[src/rtl/step_capture_if.sv]
// ---------------------------------------------------------------------------
// step_capture_if
// Read-side bundle of the step_capture event FIFO.
//   rd_en    : pop the FIFO head (ignored while empty)
//   dout     : FIFO head {dir, timestamp[31:0]}, show-ahead, valid while !empty
//   empty    : FIFO holds no entries
//   full     : FIFO holds 2**FIFO_ADDR_BITS entries
//   elemcnt  : number of entries held
// Modports:
//   slave  - the capture block (drives data and status, receives rd_en)
//   master - the consumer (drives rd_en, receives data and status)
// ---------------------------------------------------------------------------
interface step_capture_if #(
    parameter int FIFO_ADDR_BITS = 4
);
    logic                      rd_en;
    logic [32:0]               dout;
    logic                      empty;
    logic                      full;
    logic [FIFO_ADDR_BITS:0]   elemcnt;

    modport slave (
        input  rd_en,
        output dout,
        output empty,
        output full,
        output elemcnt
    );

    modport master (
        output rd_en,
        input  dout,
        input  empty,
        input  full,
        input  elemcnt
    );
endinterface

[src/rtl/step_capture.sv]
// ---------------------------------------------------------------------------
// step_capture
// Captures step/dir pulse trains from an external motion controller.
// Both lines are synchronised and glitch-filtered; every accepted step edge
// updates a signed 32-bit position and is time-stamped into a show-ahead FIFO.
//
// Ports:
//   clk           : system clock, all state on the rising edge
//   reset_n       : asynchronous active-low reset
//   step_in       : external step line (asynchronous to clk)
//   dir_in        : external direction line (asynchronous to clk)
//   dedge         : 0 = count rising step edges, 1 = count both edges
//   clock         : free-running system time, stored with each event
//   set_pos       : load position from pos_value (wins over a step event)
//   pos_value     : position load value
//   clear         : empty the FIFO and clear the sticky flags
//   position      : signed step position (wraps modulo 2**32)
//   overflow      : sticky, an event was dropped because the FIFO was full
//   dir_violation : sticky, an event arrived with dir stable < DIR_SETUP cycles
//   fifo          : FIFO read port (rd_en, dout, empty, full, elemcnt)
// ---------------------------------------------------------------------------
module step_capture #(
    parameter int FIFO_ADDR_BITS = 4,
    parameter int FILTER_CYCLES  = 2,
    parameter int DIR_SETUP      = 7
) (
    input  logic               clk,
    input  logic               reset_n,
    input  logic               step_in,
    input  logic               dir_in,
    input  logic               dedge,
    input  logic [31:0]        clock,
    input  logic               set_pos,
    input  logic [31:0]        pos_value,
    input  logic               clear,
    output logic [31:0]        position,
    output logic               overflow,
    output logic               dir_violation,
    step_capture_if.slave      fifo
);

    localparam int DEPTH = 1 << FIFO_ADDR_BITS;
    localparam int AGE_W = (DIR_SETUP < 1) ? 1 : $clog2(DIR_SETUP + 1);

    localparam logic [3:0]                FILT_LAST = 4'(FILTER_CYCLES - 1);
    localparam logic [AGE_W-1:0]          AGE_MAX   = AGE_W'(DIR_SETUP);
    localparam logic [FIFO_ADDR_BITS:0]   CNT_FULL  = (FIFO_ADDR_BITS + 1)'(DEPTH);

    // -----------------------------------------------------------------------
    // Input conditioning: index 0 = step, index 1 = dir.
    // filt_accept pulses in the cycle whose clock edge updates the filtered
    // level, so downstream logic can react on that same edge.
    // -----------------------------------------------------------------------
    logic [1:0] raw_level;
    logic [1:0] filt_level;
    logic [1:0] filt_accept;

    assign raw_level = {dir_in, step_in};

    generate
        for (genvar gi = 0; gi < 2; gi++) begin : g_filter
            logic       sync1_reg;
            logic       sync2_reg;
            logic       level_reg;
            logic [3:0] cnt_reg;

            // The synchronised level must disagree with the filtered level on
            // FILTER_CYCLES consecutive cycles; any agreement restarts the count.
            assign filt_accept[gi] = (sync2_reg != level_reg) && (cnt_reg == FILT_LAST);
            assign filt_level[gi]  = level_reg;

            always_ff @(posedge clk or negedge reset_n) begin
                if (!reset_n) begin
                    sync1_reg <= 1'b0;
                    sync2_reg <= 1'b0;
                    level_reg <= 1'b0;
                    cnt_reg   <= 4'd0;
                end else begin
                    sync1_reg <= raw_level[gi];
                    sync2_reg <= sync1_reg;
                    if (filt_accept[gi]) begin
                        level_reg <= sync2_reg;
                        cnt_reg   <= 4'd0;
                    end else if (sync2_reg != level_reg) begin
                        cnt_reg   <= cnt_reg + 4'd1;
                    end else begin
                        cnt_reg   <= 4'd0;
                    end
                end
            end
        end
    endgenerate

    logic step_f;
    logic dir_f;

    assign step_f = filt_level[0];
    assign dir_f  = filt_level[1];

    // -----------------------------------------------------------------------
    // Event detection and direction setup tracking
    // -----------------------------------------------------------------------
    logic              step_d_reg;
    logic [AGE_W-1:0]  dir_age_reg;
    logic              step_event;
    logic              setup_bad;

    // step_d_reg resets to the same level as step_f, so leaving reset never
    // produces an event by itself.
    assign step_event = dedge ? (step_f ^ step_d_reg) : (step_f & ~step_d_reg);

    // dir_f and dir_age_reg are read before the edge that might change them,
    // so a direction change landing on the event edge is not yet visible.
    assign setup_bad = step_event && (dir_age_reg < AGE_MAX);

    // -----------------------------------------------------------------------
    // Event FIFO
    // -----------------------------------------------------------------------
    logic [32:0]                 mem_reg [DEPTH];
    logic [FIFO_ADDR_BITS-1:0]   wr_ptr_reg;
    logic [FIFO_ADDR_BITS-1:0]   rd_ptr_reg;
    logic [FIFO_ADDR_BITS:0]     count_reg;
    logic                        fifo_empty;
    logic                        fifo_full;
    logic                        pop;
    logic                        push;
    logic [FIFO_ADDR_BITS-1:0]   wr_addr;

    assign fifo_empty = (count_reg == '0);
    assign fifo_full  = (count_reg == CNT_FULL);

    // A clear discards everything, so a same-cycle pop is meaningless and the
    // event (if any) becomes the sole entry at address 0.
    assign pop     = fifo.rd_en && !fifo_empty && !clear;
    assign push    = step_event && (clear || !fifo_full || pop);
    assign wr_addr = clear ? '0 : wr_ptr_reg;

    // Storage carries no reset: pointers define which words are meaningful.
    always_ff @(posedge clk) begin
        if (push) begin
            mem_reg[wr_addr] <= {dir_f, clock};
        end
    end

    logic [31:0] position_reg;
    logic        overflow_reg;
    logic        dir_violation_reg;

    always_ff @(posedge clk or negedge reset_n) begin
        if (!reset_n) begin
            step_d_reg        <= 1'b0;
            dir_age_reg       <= AGE_MAX;
            position_reg      <= 32'd0;
            wr_ptr_reg        <= '0;
            rd_ptr_reg        <= '0;
            count_reg         <= '0;
            overflow_reg      <= 1'b0;
            dir_violation_reg <= 1'b0;
        end else begin
            step_d_reg <= step_f;

            if (filt_accept[1]) begin
                dir_age_reg <= '0;
            end else if (dir_age_reg < AGE_MAX) begin
                dir_age_reg <= dir_age_reg + 1'b1;
            end

            if (set_pos) begin
                position_reg <= pos_value;
            end else if (step_event) begin
                position_reg <= dir_f ? (position_reg + 32'd1) : (position_reg - 32'd1);
            end

            if (clear) begin
                rd_ptr_reg        <= '0;
                wr_ptr_reg        <= push ? FIFO_ADDR_BITS'(1) : '0;
                count_reg         <= push ? (FIFO_ADDR_BITS + 1)'(1) : '0;
                overflow_reg      <= 1'b0;
                dir_violation_reg <= setup_bad;
            end else begin
                if (push) begin
                    wr_ptr_reg <= wr_ptr_reg + 1'b1;
                end
                if (pop) begin
                    rd_ptr_reg <= rd_ptr_reg + 1'b1;
                end
                count_reg <= count_reg
                             + {{FIFO_ADDR_BITS{1'b0}}, push}
                             - {{FIFO_ADDR_BITS{1'b0}}, pop};
                if (step_event && !push) begin
                    overflow_reg <= 1'b1;
                end
                if (setup_bad) begin
                    dir_violation_reg <= 1'b1;
                end
            end
        end
    end

    assign fifo.dout      = mem_reg[rd_ptr_reg];
    assign fifo.empty     = fifo_empty;
    assign fifo.full      = fifo_full;
    assign fifo.elemcnt   = count_reg;
    assign position       = position_reg;
    assign overflow       = overflow_reg;
    assign dir_violation  = dir_violation_reg;

endmodule

[src/flat_wrapper.sv]
// flat-port wrapper written by rule: the top's interface ports become plain ports
module step_capture_flat 
#(
    parameter int FIFO_ADDR_BITS = 4,
    parameter int FILTER_CYCLES  = 2,
    parameter int DIR_SETUP      = 7
)
  (clk, reset_n, step_in, dir_in, dedge, clock, set_pos, pos_value, clear, position, overflow, dir_violation, fifo_rd_en, fifo_dout, fifo_empty, fifo_full, fifo_elemcnt);
  step_capture_if #(.FIFO_ADDR_BITS(FIFO_ADDR_BITS)) fifo_i ();
  input  logic clk;
  input  logic reset_n;
  input  logic step_in;
  input  logic dir_in;
  input  logic dedge;
  input  logic [31:0] clock;
  input  logic set_pos;
  input  logic [31:0] pos_value;
  input  logic clear;
  output logic [31:0] position;
  output logic overflow;
  output logic dir_violation;
  input wire logic [$bits(fifo_i.rd_en)-1:0] fifo_rd_en;
  output wire logic [$bits(fifo_i.dout)-1:0] fifo_dout;
  output wire logic [$bits(fifo_i.empty)-1:0] fifo_empty;
  output wire logic [$bits(fifo_i.full)-1:0] fifo_full;
  output wire logic [$bits(fifo_i.elemcnt)-1:0] fifo_elemcnt;
  assign fifo_i.rd_en = fifo_rd_en;
  assign fifo_dout = fifo_i.dout;
  assign fifo_empty = fifo_i.empty;
  assign fifo_full = fifo_i.full;
  assign fifo_elemcnt = fifo_i.elemcnt;
  step_capture #(.FIFO_ADDR_BITS(FIFO_ADDR_BITS), .FILTER_CYCLES(FILTER_CYCLES), .DIR_SETUP(DIR_SETUP)) u_core (.clk(clk), .reset_n(reset_n), .step_in(step_in), .dir_in(dir_in), .dedge(dedge), .clock(clock), .set_pos(set_pos), .pos_value(pos_value), .clear(clear), .position(position), .overflow(overflow), .dir_violation(dir_violation), .fifo(fifo_i));
endmodule
[config.mk]
export PLATFORM = sky130hd
export DESIGN_NAME = step_capture_flat
export DESIGN_NICKNAME = d
export VERILOG_FILES = /design/src/rtl/step_capture_if.sv /design/src/rtl/step_capture.sv /design/src/flat_wrapper.sv
export SDC_FILE = /design/constraint.sdc
export NUM_CORES = 1
export LEC_CHECK = 0
export CORE_AREA = 5 5 218 220
export DETAILED_ROUTE_END_ITERATION = 8
export DIE_AREA = 0 0 223 225
export GPL_TIMING_DRIVEN = 0
export PLACE_DENSITY = 0.72
export SKIP_CTS_REPAIR_TIMING = 1
export SLEW_MARGIN = 20
export SYNTH_ARGS = -nofsm -noshare
export SYNTH_HDL_FRONTEND = slang
export SYNTH_SLANG_ARGS = --single-unit
export TNS_END_PERCENT = 1
[constraint.sdc]
create_clock -name clk -period 13.5 [get_ports clk]
set_input_delay 3.375 -clock clk [delete_from_list [all_inputs] [get_ports clk]]
set_output_delay 3.375 -clock clk [all_outputs]
set_load 0.1 [all_outputs]
## Word-level counts from Yosys, hierarchy flattened

Memories as Yosys holds them, arrays and structs flattened.
Index checks and enable logic that the tools add are counted.

| storage, ports and cells | value |
|---|---|
| flip-flop bits (word level) | 65 |
| RAM bits | 528 |
| output and inout port bits | 74 |
| logic and storage cells | 79 |
| memories kept | 1 |

| cells by class | value |
|---|---|
| add/sub/neg operators | 9 |
| order comparisons | 1 |
| equal/unequal tests | 5 |
| mux-type cells | 24 |
| bitwise gates (word level) | 3 |
| reductions and logical operators | 20 |

Memory list:

| memory | depth | bits a word | read ports | clocked after memory_dff | write ports | RTL line | source |
|---|---|---|---|---|---|---|---|
| u_core.mem_reg | 16 | 33 | 1 | 0 | 1 | step_capture.sv:119 | `logic [32:0] mem_reg [DEPTH];` |

Operator list:

| kind | count |
|---|---|
| 32-bit two-way mux | 3 |
| 4-bit two-way mux | 9 |
| 32-bit by 1-bit adder with 32-bit output (second input constant) | 1 |
| 32-bit by 1-bit subtractor with 32-bit output (second input constant) | 1 |
| 4-bit by 1-bit adder with 4-bit output (second input constant) | 4 |
| 2-bit nonzero test | 6 |
| 1-bit two-way mux | 9 |
| 4-bit by 1-bit equality test with 1-bit output (second input constant) | 2 |
| 1-bit logical AND | 7 |
| 3-bit two-way mux | 2 |
| 5-bit by 1-bit adder with 5-bit output | 1 |
| 5-bit equality test (second input constant) | 1 |
| 5-bit logical NOT | 1 |
| 5-bit two-way mux | 1 |
| 5-bit by 1-bit subtractor with 5-bit output | 1 |
| 1-bit logical NOT | 4 |
| 3-bit by 1-bit adder with 3-bit output (second input constant) | 1 |
| 3-bit < comparator (second input constant) | 1 |
| 1-bit logical OR | 2 |
| 1-bit inequality test | 2 |
| 1-bit bitwise AND | 1 |
| 1-bit NOT | 1 |
| 1-bit bitwise XOR | 1 |

## Longest topological paths before layout

Gate-level depths: netlist (run 1).

| logic depth | value |
|---|---|
| depth after elaboration | 10 |
| gate-level depth with buffers | 15 |
| depth with buffers taken out | 15 |

## Worst setup path before layout (run 1)

No wires, ideal clock.

| timing | value |
|---|---|
| kind | input-to-reg |
| from | input dedge |
| to | memory u_core.mem_reg[3][0] (enable) |
| setup time | 0.506 ns |
| arrival | 7.508 ns |
| required time | 12.994 ns |
| setup slack | 5.486 ns |
| cell stages on the path | 5 |
| path buffers | 0 |
| cell sequence | mux2i_1 > nand2_1 > inv_1 > nand3_1 > nor4_1 |

| between the ends | value |
|---|---|
| longest elaborated chain between the ends | 4 |

Ends and longest elaborated chain:

| item | RTL line | source |
|---|---|---|
| start, declared | flat_wrapper.sv:14 | `input logic dedge;` |
| 1-bit two-way mux | step_capture.sv:110 | `assign step_event = dedge ? (step_f ^ step_d_reg) : (step_f & ~step_d_reg);` |
| 1-bit logical AND | step_capture.sv:135 | `assign push = step_event && (clear \|\| !fifo_full \|\| pop);` |
| 1-bit two-way mux | step_capture.sv:140 | `if (push) begin` |
| 1-bit two-way mux (implied by the code) | step_capture.sv:141 | `mem_reg[wr_addr] <= {dir_f, clock};` |
| end, declared | step_capture.sv:119 |  |

Every way passes these cells.

## Final worst setup path (run 1)

| timing | value |
|---|---|
| from | register u_core.rd_ptr_reg[1] |
| to | output fifo_dout[31] |

| between the ends | value |
|---|---|
| longest elaborated chain between the ends | 1 |

Ends and longest elaborated chain:

| item | RTL line | source |
|---|---|---|
| start, declared | step_capture.sv:121 | `logic [FIFO_ADDR_BITS-1:0] rd_ptr_reg;` |
| start signal, assigned | step_capture.sv:185 | `rd_ptr_reg <= rd_ptr_reg + 1'b1;` |
| memory read 16 x 33 bit | -- |  |
| end, declared | flat_wrapper.sv:23 | `output wire logic [$bits(fifo_i.dout)-1:0] fifo_dout;` |

Every way passes these cells.

==> results.json, run 1 <==
{
  "rows": 78,
  "async_reset_ff_frac": 0.110,
  "fillCellCount": 3165,
  "yosys-top-cells-area": "edfxtp_1 64%, dfrtp_1 6.2%, mux4_2 6.0%, mux2i_1 4.6%, ha_1 2.2%",
  "max_cap_violations": 0,
  "worstPathCellList": "clkbuf_1 > clkbuf_1 > clkbuf_1 > mux4_2 > a22oi_1 > nand2_1 > clkdlybuf4s50_1",
  "crit_path_max_incr_delay_ns": 1.16,
  "setup_viol": 0,
  "clock_path_buffers": 3,
  "drtIter0Drc": 1398,
  "num_vias": 14600,
  "ys_warn_count": 0,
  "worstPathArrival_ns": 4.68,
  "cp_common_cell": "clkbuf_1",
  "synth_enable_flop_cells": 528,
  "layout-drive-gt1-share": 0.155,
  "status": "complete, no violations",
  "min_path_type": "flip-flop to flip-flop",
  "grt_max_degree": 55,
  "yosysTopAreaCell": "edfxtp_1",
  "path_delay_family": "buffers and inverters",
  "synth_top_area_share": 0.635,
  "antenna_found_initial": 1,
  "ys_types": 62,
  "syn-num-nets": 1659,
  "initial_utilization": 0.554,
  "die_w_um": 223,
  "ios": 146,
  "avgSynthCellArea_sq_um": 16.2,
  "synth-seq-cells": 593,
  "layout.nets": 1914,
  "tritoncts": "done",
  "grt_first_pass_wirelength_um": 88200,
  "numCtsBuffers": 58,
  "finalHoldViolations": 0,
  "peakVddDrop_mv": 0.231,
  "synthToLayoutAreaGrowth_pct": 18.7,
  "wl_um": 57800,
  "relSlewSlack": 0.262,
  "firstDrtPassIters": 6,
  "cts_root_buffer": "clkbuf_16",
  "clock_latency_ns": 0.62,
  "slowest_stage": "clkdlybuf4s50_1",
  "cp_num_buf_inv": 4,
  "grt_setup_unrepaired": "no",
  "period_share": 0.596,
  "synth_area_sq_um": 25000,
  "final_cells": 2443,
  "power.density_nw_per_um2": 235,
  "grt_pass1_vias": 14900,
  "antenna_left": 0,
  "max_freq_mhz": 124,
  "synth_flop_cell": "edfxtp_1",
  "numPortBuffers": 144,
  "die_h_um": 225,
  "worst_setup_path_end_kind": "output pin",
  "routabilityCongestion": 0.869,
  "leakage_uw": 0.0101,
  "gr-total-overflow": 0,
  "cts_max_level": 2,
  "drc": 0,
  "avgViaCountPerCell": 6.00,
  "final-max-slew-violation-count": 0,
  "min_period_ns": 8.05,
  "die_area_sq_um": 50200,
  "whs_ns": 0.349,
  "cts.sinks": 593,
  "hpwl_um": 39400,
  "clock_skew_ns": 0.0290,
  "place_inst": 2336,
  "required_ns": 10.12,
  "worstSetupStartpointType": "flip-flop",
  "netlist_instances": 1541,
  "tightest_slew_ns": 1.10,
  "core_sq_um": 45100,
  "place_area_sq_um": 27800,
  "post-route-cell-area_sq_um": 29600,
  "crit_type": "flip-flop to output pin",
  "clk_pin_slew_worst_paths_ns": 0.06,
  "track_usage": 0.228,
  "cp_max_fo": 10,
  "post_drt_wl_per_cell_um": 23.6,
  "fin_setup_tns_ns": 0,
  "synth_seq_area_share": 0.700,
  "largest_register_ffs": 528
}
worst reg2reg max path: cells and delay by family (launching register included):
family                   cells  cell delay [ns]
flip-flops                   1             0.86
AO/OA/AOI/OAI                7             1.60
AND/OR/NAND/NOR              2             0.57
adder cells (fa/ha/maj)      1             0.56
buffers and inverters        1             0.52
metrics by stage:
step,utilization,total power [uW],setup slack (ns)
after CTS,0.657,6990,5.46
final,0.657,6970,5.45
after global routing,0.657,7290,5.25
after global placement,0.602,5340,1.06
after floorplan,-,4650,5.49
after detailed placement,0.616,5410,6.12
routing by layer:
| layer | wire [um] | share of wire | track usage | vias up |
|---|---|---|---|---|
| met1 | 23600 | 0.41 | 0.305 | 7499 |
| met4 | 1340 | 0.023 | 0.0626 | 0 |
| met2 | 29400 | 0.51 | 0.393 | 465 |
| met3 | 3380 | 0.058 | 0.0367 | 80 |
| met5 | 0 | 0 | 0 | - |
| li1 | - | - | - | 6602 |
cells in the mapped netlist (9+ instances only):
cell and n:
xnor2_1 25, ha_1 44, mux2i_1 115, edfxtp_1 528, inv_1 27, o21ai_0 81
mux2_2 45, a21oi_1 87, a22oi_1 33, nand4_1 9, a31oi_1 9, mux4_2 66
nand2_1 98, buf_1 20, a21o_1 13, xor2_1 16, a221oi_1 35, dfrtp_1 62
nand3_1 13, nor2_1 55, clkbuf_1 50
logic make-up (layout without fill, tap and decap cells):
logic type,count (synthesis),after routing,share of synthesized area
DFF,593,593,0.700
AOI/OAI and AO/OA,299,299,0.0764
and+or+nand+nor,229,229,0.0423
muxes,227,227,0.126
buffers and inverters,106,407,0.0164
adders and majority gates,46,46,0.0237
xor gates and xnor gates,41,41,0.0144
other,0,1,0
cells in the final DEF (no fill, tap or decap), types with 26 or more instances in the layout:
cell,netlist,layout
a22oi_1,33,33
mux2_2,45,45
inv_1,27,26
clkbuf_16,0,59
dfrtp_1,62,62
a21oi_1,87,87
a221oi_1,35,35
clkdlybuf4s50_1,0,143
nor2_1,55,45
ha_1,44,44
nand2_1,98,98
mux4_2,66,66
mux2i_1,115,115
o21ai_0,81,81
buf_2,8,37
clkbuf_1,50,60
edfxtp_1,528,528
where the power goes:
part / switching [uW] / internal (uW)
clock: 674 / 899
sequential: 102 / 2180
combinational: 2100 / 1020
total: 2870 / 4100
worst paths after layout:
check                                                       start                                      to  slack [ns]  cells after the start
max                              u_core.rd_ptr_reg[1]$_DFFE_PN0P_                           fifo_dout[31]        5.45                      7
min                        u_core.g_filter[1].sync1_reg$_DFF_PN0_  u_core.g_filter[1].sync2_reg$_DFF_PN0_        0.35                      0
max reg2reg                              u_core.dir_f$_DFFE_PN0P_         u_core.position[30]$_DFFE_PN0P_        9.26                     11
min reg2reg                u_core.g_filter[1].sync1_reg$_DFF_PN0_  u_core.g_filter[1].sync2_reg$_DFF_PN0_        0.35                      0
max in group asynchronous                                 reset_n       u_core.dir_age_reg[2]$_DFFE_PN1P_       10.30                      2
min in group asynchronous                                 reset_n         u_core.position[22]$_DFFE_PN0P_        2.60                      1
area by class of cell:
type	instances	area, sq um	share of cell area
Antenna cell	1	2.50	0.0000844
Buffer	79	314	0.0106
Clock buffer	70	1530	0.0516
Clock inverter	36	314	0.0106
Inverter	27	101	0.00342
Multi-Input combinational cell	842	7180	0.242
Sequential cell	593	17500	0.590
Tap cell	600	751	0.0253
Timing Repair Buffer	195	1960	0.0660
(Power assumes the default switching activity.)
==> run 2, diff against run 1 <==
Clock period 13.5 ns to 7.6 ns, I/O delays scaled along.
==> results of run 2 <==
Same layout as run 1 (identical final DEF). Status: complete, no violations.
Main changes from that run: setup slack after placement 6.12 ns -> 1.70 ns; setup slack after layout 5.45 ns -> 1.02 ns; register-to-register setup slack 9.26 ns -> 3.36 ns; total power 6970 uW -> 12400 uW; worst IR drop on VDD 0.231 mV -> 0.410 mV
